[config.mk]
export PLATFORM = sky130hd
export DESIGN_NAME = multicycle_control_unit
export DESIGN_NICKNAME = d
export VERILOG_FILES = /design/src/rtl/multicycle_control_unit.sv
export SDC_FILE = /design/constraint.sdc
export NUM_CORES = 1
export LEC_CHECK = 0
export CORE_AREA = 2 2 88 107
export DETAILED_ROUTE_END_ITERATION = 8
export DIE_AREA = 0 0 90 109
export PLACE_DENSITY = 0.85
export SYNTH_ARGS = -nofsm -noshare
export SYNTH_HDL_FRONTEND = slang
export SYNTH_SLANG_ARGS = --single-unit
[constraint.sdc]
create_clock -name cpu_clk -period 3.6 [get_ports cpu_clk]
set_input_delay 0.72 -clock cpu_clk [delete_from_list [all_inputs] [get_ports cpu_clk]]
set_output_delay 0.72 -clock cpu_clk [all_outputs]
set_load 0.02 [all_outputs]
[src/rtl/multicycle_control_unit.sv]
// rtl/multicycle_control_unit.sv - multicycle control FSM sequencing the RV64I-subset datapath

module multicycle_control_unit #(
   parameter int WORDSIZE         = 64,
   parameter int INSTRUCTION_SIZE = 32,
   parameter int MEM_TIMEOUT      = 16
) (
   input  logic                        cpu_clk,
   input  logic                        cpu_rst_n,
   input  logic                        cpu_halt,
   input  logic [INSTRUCTION_SIZE-1:0] ctl_instr,
   input  logic                        alu_zero,
   input  logic                        dm_ready,
   output logic                        ir_load,
   output logic                        pc_en,
   output logic                        rf_we,
   output logic                        dm_re,
   output logic                        dm_we,
   output logic                        mux_0_sel,
   output logic [1:0]                  mux_1_sel,
   output logic                        mux_2_sel,
   output logic [3:0]                  alu_op,
   output logic                        trap,
   output logic                        trap_cause,
   output logic [WORDSIZE-1:0]         retired,
   output logic [2:0]                  state
);

   localparam int WCW = $clog2(MEM_TIMEOUT + 1);

   localparam logic [6:0] OP_R   = 7'b0110011;
   localparam logic [6:0] OP_I   = 7'b0010011;
   localparam logic [6:0] OP_LD  = 7'b0000011;
   localparam logic [6:0] OP_SD  = 7'b0100011;
   localparam logic [6:0] OP_BR  = 7'b1100011;
   localparam logic [6:0] OP_JAL = 7'b1101111;

   localparam logic [3:0] ALU_ADD  = 4'd0;
   localparam logic [3:0] ALU_SUB  = 4'd1;
   localparam logic [3:0] ALU_AND  = 4'd2;
   localparam logic [3:0] ALU_OR   = 4'd3;
   localparam logic [3:0] ALU_XOR  = 4'd4;
   localparam logic [3:0] ALU_SLL  = 4'd5;
   localparam logic [3:0] ALU_SRL  = 4'd6;
   localparam logic [3:0] ALU_SRA  = 4'd7;
   localparam logic [3:0] ALU_SLT  = 4'd8;
   localparam logic [3:0] ALU_SLTU = 4'd9;

   typedef enum logic [2:0] {
      S_FETCH     = 3'd0,
      S_DECODE    = 3'd1,
      S_EXECUTE   = 3'd2,
      S_MEMORY    = 3'd3,
      S_WRITEBACK = 3'd4,
      S_TRAP      = 3'd7
   } state_t;

   state_t                      state_q;
   logic [INSTRUCTION_SIZE-1:0] ir;
   logic [WCW-1:0]              wait_cnt;
   logic                        trap_cause_q;
   logic [WORDSIZE-1:0]         retired_q;

   logic [6:0] opcode;
   logic [2:0] funct3;
   logic       funct7_b5;
   logic       is_r, is_i, is_ld, is_sd, is_br, is_jal, legal;
   logic       br_taken, mem_limit;
   logic [3:0] alu_fn, dec_alu;
   logic       unused_ir_bits;

   assign opcode    = ir[6:0];
   assign funct3    = ir[14:12];
   assign funct7_b5 = ir[30];

   assign is_r   = (opcode == OP_R);
   assign is_i   = (opcode == OP_I);
   assign is_ld  = (opcode == OP_LD);
   assign is_sd  = (opcode == OP_SD);
   assign is_br  = (opcode == OP_BR) && (funct3[2:1] == 2'b00);
   assign is_jal = (opcode == OP_JAL);
   assign legal  = is_r | is_i | is_ld | is_sd | is_br | is_jal;

   assign unused_ir_bits = ^{ir[INSTRUCTION_SIZE-1:31], ir[29:15], ir[11:7]};

   // funct3[0] selects BNE over BEQ
   assign br_taken  = is_br && (funct3[0] ? !alu_zero : alu_zero);
   assign mem_limit = (wait_cnt == WCW'(MEM_TIMEOUT - 1));

   always_comb begin
      alu_fn = ALU_ADD;
      case (funct3)
         3'b000:  alu_fn = (is_r && funct7_b5) ? ALU_SUB : ALU_ADD;
         3'b001:  alu_fn = ALU_SLL;
         3'b010:  alu_fn = ALU_SLT;
         3'b011:  alu_fn = ALU_SLTU;
         3'b100:  alu_fn = ALU_XOR;
         3'b101:  alu_fn = funct7_b5 ? ALU_SRA : ALU_SRL;
         3'b110:  alu_fn = ALU_OR;
         default: alu_fn = ALU_AND;
      endcase
   end

   always_comb begin
      if (is_r || is_i)
         dec_alu = alu_fn;
      else if (is_br)
         dec_alu = ALU_SUB;
      else
         dec_alu = ALU_ADD;
   end

   // ALU controls are held through MEMORY/WRITEBACK since there is no ALU output register
   always_comb begin
      ir_load   = 1'b0;
      pc_en     = 1'b0;
      rf_we     = 1'b0;
      dm_re     = 1'b0;
      dm_we     = 1'b0;
      mux_0_sel = 1'b0;
      mux_1_sel = 2'd0;
      mux_2_sel = 1'b0;
      alu_op    = ALU_ADD;
      if (cpu_rst_n) begin
         case (state_q)
            S_FETCH: begin
               ir_load = !cpu_halt;
            end
            S_EXECUTE: begin
               alu_op    = dec_alu;
               mux_0_sel = is_i | is_ld | is_sd;
               if (is_br) begin
                  pc_en     = 1'b1;
                  mux_2_sel = br_taken;
               end
            end
            S_MEMORY: begin
               alu_op    = dec_alu;
               mux_0_sel = 1'b1;
               dm_re     = is_ld;
               dm_we     = is_sd;
               pc_en     = is_sd & dm_ready;
            end
            S_WRITEBACK: begin
               alu_op    = dec_alu;
               mux_0_sel = is_i | is_ld;
               rf_we     = 1'b1;
               pc_en     = 1'b1;
               mux_1_sel = is_jal ? 2'd2 : (is_ld ? 2'd1 : 2'd0);
               mux_2_sel = is_jal;
            end
            default: ;
         endcase
      end
   end

   always_ff @(posedge cpu_clk) begin
      if (!cpu_rst_n) begin
         state_q      <= S_FETCH;
         ir           <= '0;
         wait_cnt     <= '0;
         trap_cause_q <= 1'b0;
         retired_q    <= '0;
      end else begin
         if (pc_en)
            retired_q <= retired_q + WORDSIZE'(1);
         case (state_q)
            S_FETCH: begin
               if (!cpu_halt) begin
                  ir      <= ctl_instr;
                  state_q <= S_DECODE;
               end
            end
            S_DECODE: begin
               if (!legal) begin
                  state_q      <= S_TRAP;
                  trap_cause_q <= 1'b0;
               end else begin
                  state_q <= S_EXECUTE;
               end
            end
            S_EXECUTE: begin
               if (is_br) begin
                  state_q <= S_FETCH;
               end else if (is_ld || is_sd) begin
                  state_q  <= S_MEMORY;
                  wait_cnt <= '0;
               end else begin
                  state_q <= S_WRITEBACK;
               end
            end
            S_MEMORY: begin
               // a ready arriving on the limit cycle completes the access
               if (dm_ready) begin
                  state_q <= is_sd ? S_FETCH : S_WRITEBACK;
               end else if (mem_limit) begin
                  state_q      <= S_TRAP;
                  trap_cause_q <= 1'b1;
               end else begin
                  wait_cnt <= wait_cnt + WCW'(1);
               end
            end
            S_WRITEBACK: begin
               state_q <= S_FETCH;
            end
            S_TRAP: begin
               state_q <= S_TRAP;
            end
            default: begin
               state_q      <= S_TRAP;
               trap_cause_q <= 1'b0;
            end
         endcase
      end
   end

   assign trap       = (state_q == S_TRAP);
   assign trap_cause = trap_cause_q;
   assign retired    = retired_q;
   assign state      = state_q;

endmodule

# --- After elaboration in Yosys (flattened, before gate mapping) ---
# Cells that the tools add are included.
totals:
  output_inout_bits: 82
  reg_bits: 104
  elab_cells: 105
  input_bits: 37
op_classes:
  n_reduce_logical: 17
  n_bitwise: 10
  eq_ne: 26
  muxes: 45
  add_sub_neg: 2
op_table:
  columns: ["cell", "n"]
  rows:
  - ["$add 64x1->64 const B", 1]
  - ["$pmux 4 s7", 1]
  - ["$mux 1", 21]
  - ["$mux 3", 7]
  - ["$mux 5", 4]
  - ["$eq 3x3->1 const B", 5]
  - ["$pmux 3 s5", 1]
  - ["$eq 7x6->1 const B", 2]
  - ["$eq 7x7->1 const B", 2]
  - ["$ne 2x2->1 const B", 7]
  - ["$eq 3x2->1 const B", 4]
  - ["$mux 4", 3]
  - ["$pmux 5 s2", 1]
  - ["$pmux 1 s3", 3]
  - ["$eq 7x2->1 const B", 1]
  - ["$eq 7x5->1 const B", 1]
  - ["$or 1x1->1", 7]
  - ["$eq 3x1->1 const B", 2]
  - ["$logic_not 3->1", 2]
  - ["$mux 2", 3]
  - ["$add 5x1->5 const B", 1]
  - ["$eq 5x4->1 const B", 1]
  - ["$reduce_and 5->1", 1]
  - ["$reduce_and 2->1", 2]
  - ["other kinds (12)", 17]

# --- Longest topological paths before layout ---
# Gate-level depths: netlist of the first run.
logic_depth:
  depth_word: 8
  depth_mapped: 12
  mapped_depth_nobuf: 9

# --- Worst setup path before layout of the first run ---
# No wires, ideal clock.
synth_path:
  kind: "input port to output port"
  start: "in cpu_rst_n"
  end: "out pc_en"
  required_ps: 2880
  stages: 6
  setup_slack_ps: 1016
  arrival_time_ps: 1864
  cell_sequence: "nand4b_1 > nor4_4 > a211oi_2 > buf_6 > clkbuf_1 > inv_2"
synth_between:
  elab_chain_cells: 1
synth_lines:
  columns: ["item", "line", "source"]
  rows:
  - ["from (decl)", "9", "input logic cpu_rst_n,"]
  - ["$mux 1", "124", "if (cpu_rst_n) begin"]
  - ["to (decl)", "15", "output logic pc_en,"]
# No other way between the ends.

# --- Worst setup path after layout of the first run ---
layout_path:
  start: "reg state_q[1] (netlist: state[1])"
  end: "out alu_op[2]"
layout_between:
  elab_chain_cells: 4
layout_lines:
  columns: ["item", "line", "source"]
  rows:
  - ["from (decl)", "58", "state_t state_q;"]
  - ["from (signal assigned)", "195", "state_q <= is_sd ? S_FETCH : S_WRITEBACK;"]
  - ["$eq 3x2->1 / $eq 3x3->1 (equally long branches)", "125", "case (state_q)"]
  - ["$reduce_or 3->1 (no line) (*)", null, null]
  - ["$mux 4 (*)", "125", null]
  - ["$mux 4 (*)", "124", null]
  - ["to (decl)", "22", "output logic [3:0] alu_op,"]
# Every way passes the cells marked *; elsewhere a longest branch is shown, timed or not.

==> results.py, run 1 <==
metrics = {
    "synthesis": {
        "synth_warnings": 0,
        "syn_avg_cell_area_um2": 7.84,
        "netlist.area_leader.share": 0.367,
        "netlist_area_mm2": 0.00458,
        "yosysSeqAreaShare": 0.367,
        "syn_inst": 585,
        "syn_nets": 625,
        "async_reset_ff_frac": 0,
        "ys_seq_elements": 84,
        "ys.flop_type": "dfxtp_1",
        "ys_types": 53,
        "synth.area.top_cells": "dfxtp_1, a21oi_1, o31ai_1",
        "synth_area_leader_cell": "dfxtp_1",
        "synth_edf_count": 0,
    },
    "sta": {
        "slew_headroom": 0.467,
        "period_needed_ps": 3340,
        "fin_skew_ps": 8.82,
        "fin_ws_ps": 259,
        "max_freq_ghz": 0.299,
        "final_max_slew_viol_count": 0,
        "report.final.setup_viol": 0,
        "post-route-period-util": 0.928,
        "tightest_slew_ps": 794,
        "setup_tns_ps": 0,
        "holdWs_ps": 476,
        "rsz0062_at_grt": "false",
        "hold_viol": 0,
    },
    "floorplanning": {
        "core_mm2": 0.00884,
        "start_util": 0.518,
        "die_h_um": 109,
        "pin_count": 119,
        "die-area_mm2": 0.00981,
        "dieWidth_um": 90,
        "rows": 38,
    },
    "clock_tree": {
        "cts_root_buf": "clkbuf_8",
        "post_cts_buffers": 0,
        "cts-resized-gates": 0,
        "cts_tree": "done",
        "clockBufferDepth": 2,
        "htree_levels": 3,
        "cts_hold_buf": 0,
        "insertion_delay_ps": 360,
        "cts_made_buffers": 9,
        "clock_sinks": 84,
        "path_clk_slew_ps": 80,
    },
    "worst_hold_path": {
        "hold_path_class": "flip-flop to flip-flop",
        "worst_hold_path.endpoint": "ir[30]",
        "hold_depth": 2,
        "min_from": "ir[30]",
    },
    "route": {
        "vias": 4981,
        "ant_nets": 0,
        "first_pass_iters": 5,
        "vias_per_cell": 6.34,
        "wl_um": 13000,
        "drt_iter0_drc": 341,
        "drc": 0,
        "post_drt_wl_per_cell_um": 16.6,
    },
    "critical_path": {
        "crit_fanout": 19,
        "critPathRequiredTime_ps": 2880,
        "r2r_slack_ps": 920,
        "critPathLaunchType": "flip-flop",
        "timing.rr.end": "retired[55]",
        "crit_type": "flip-flop to output pin",
        "crit_arrival_ps": 2620,
        "rr_startpoint": "retired[6]",
        "ff2ff_path_depth": 5,
        "end_kind": "output pin",
    },
    "finish": {
        "drive_above_1_share": 0.0541,
        "area_delta_synth_final_pct": 26.8,
        "fin_nets": 703,
        "final_common_cell": "clkdlybuf4s50_1",
        "final_cell_mix": "clkdlybuf4s50_1, dfxtp_1, a21oi_1",
        "diodes": 0,
    },
    "placement": {
        "port_buffers": 97,
        "place_congestion": 0.930,
        "dp_hpwl_um": 9130,
        "pre_cts_ws_ps": 245,
    },
    "global_routing": {
        "antenna_found_initial": 0,
        "grt_pass1_vias": 4742,
        "grt-ovfl-total": 0,
        "grt_usage": 0.269,
        "grt_pass1_wl_um": 21800,
        "grt_max_degree": 121,
    },
    "pwr": {
        "power.leakage_nw": 1.69,
        "irDropWorstVdd_v": 0.000204,
        "cellPowerDensity_mw_per_mm2": 339,
    },
    "run": {
        "cap_violations": 0,
    },
    "outcome": {
        "status": "finished, final reports clean",
    },
}
## cell families after synthesis
kind of cell,synth area share
AOI/OAI and AO/OA,0.215
and+or+nand+nor,0.345
xor gates and xnor gates,0.00764
DFF,0.367
muxes,0.00873
buffers and inverters,0.0491
adders and majority gates,0.00819
## where the power goes
group / total, mW / switching, mW / leakage (nW) / internal [mW]
logic: 0.281 / 0.173 / 0.911 / 0.108
registers: 1.02 / 0.0666 / 0.678 / 0.954
clock network: 0.672 / 0.321 / 0.0983 / 0.350
## stage by stage
| stage | utilization | cell area, um^2 | power [mW] | cells |
|---|---|---|---|---|
| after global routing | 0.657 | 5810 | 2.05 | 786 |
| after floorplan | - | 4580 | 1.22 | 585 |
| after detailed placement | 0.636 | 5620 | 1.32 | 772 |
| after CTS | 0.657 | 5810 | 1.99 | 786 |
| final | 0.657 | 5810 | 1.97 | 786 |
| after global placement | 0.636 | 5620 | 1.31 | 772 |
## synth_stat cells (3+ instances only)
cell type and n:
nand2_1 64, clkbuf_1 30, inv_1 11, nor4_1 9, or4_1 33, ha_1 3, nor2_1 33, o2111ai_1 3
nand4_1 34, o21ai_0 27, o41ai_1 7, inv_2 4, o31ai_1 35, dfxtp_1 84, mux2i_1 4, nor3_1 8
a21oi_1 69, nand4b_1 3, buf_2 6, nor2b_1 4, nor3b_1 4, or3_1 21, nand2b_1 10, o311ai_1 4
nor4_4 3, and3_1 9, nand3_1 30
## critical path: stages, from the launching register on
cell and delay, ps:
dfxtp_1 680, nor2b_1 470, o2111ai_1 240, nor3_1 220
clkdlybuf4s50_1 640
## cell type report
class / count / area [um^2]
tap: 120 / 150
multi-input combinational: 447 / 2690
clock inverter: 2 / 35.0
fill: 806 / 3030
clock buffer: 12 / 155
sequential: 84 / 1680
timing repair buffer: 106 / 1050
inverter: 15 / 56.3
## routing by layer
layer | GRT usage | share of wire | wire length (um) | vias up
li1 | - | - | - | 2396
met1 | 0.305 | 0.40 | 5190 | 2395
met2 | 0.490 | 0.52 | 6780 | 171
met3 | 0.0504 | 0.060 | 784 | 19
met4 | 0.126 | 0.020 | 260 | 0
met5 | 0 | 0 | 0 | -
## flip-flops by register name (all words and copies together) (netlist names)
signal      flops
trap_cause      1
wait_cnt        5
state           3
retired        64
ir             11
## worst max-delay path by stage
| stage | from | endpoint | depth (start not counted) |
|---|---|---|---|
| after floorplan | cpu_rst_n | pc_en | 6 |
| after detailed placement | cpu_rst_n | pc_en | 6 |
| final | state[1] | alu_op[2] | 4 |
| after global placement | cpu_rst_n | pc_en | 6 |
| after CTS | cpu_rst_n | pc_en | 6 |
| after global routing | state[1] | alu_op[2] | 4 |
No activity file was read; power rests on OpenSTA's default activity.
==> inputs of run 2 (changes only) <==
--- a/config.mk
+++ b/config.mk
@@ -9,6 +9,7 @@
 export DETAILED_ROUTE_END_ITERATION = 8
 export DIE_AREA = 0 0 90 109
 export PLACE_DENSITY = 0.85
+export SKIP_CTS_REPAIR_TIMING = 1
 export SYNTH_ARGS = -nofsm -noshare
 export SYNTH_HDL_FRONTEND = slang
 export SYNTH_SLANG_ARGS = --single-unit
==> results of run 2 <==
Final layout, timing and power as in run 1 (identical DEF).
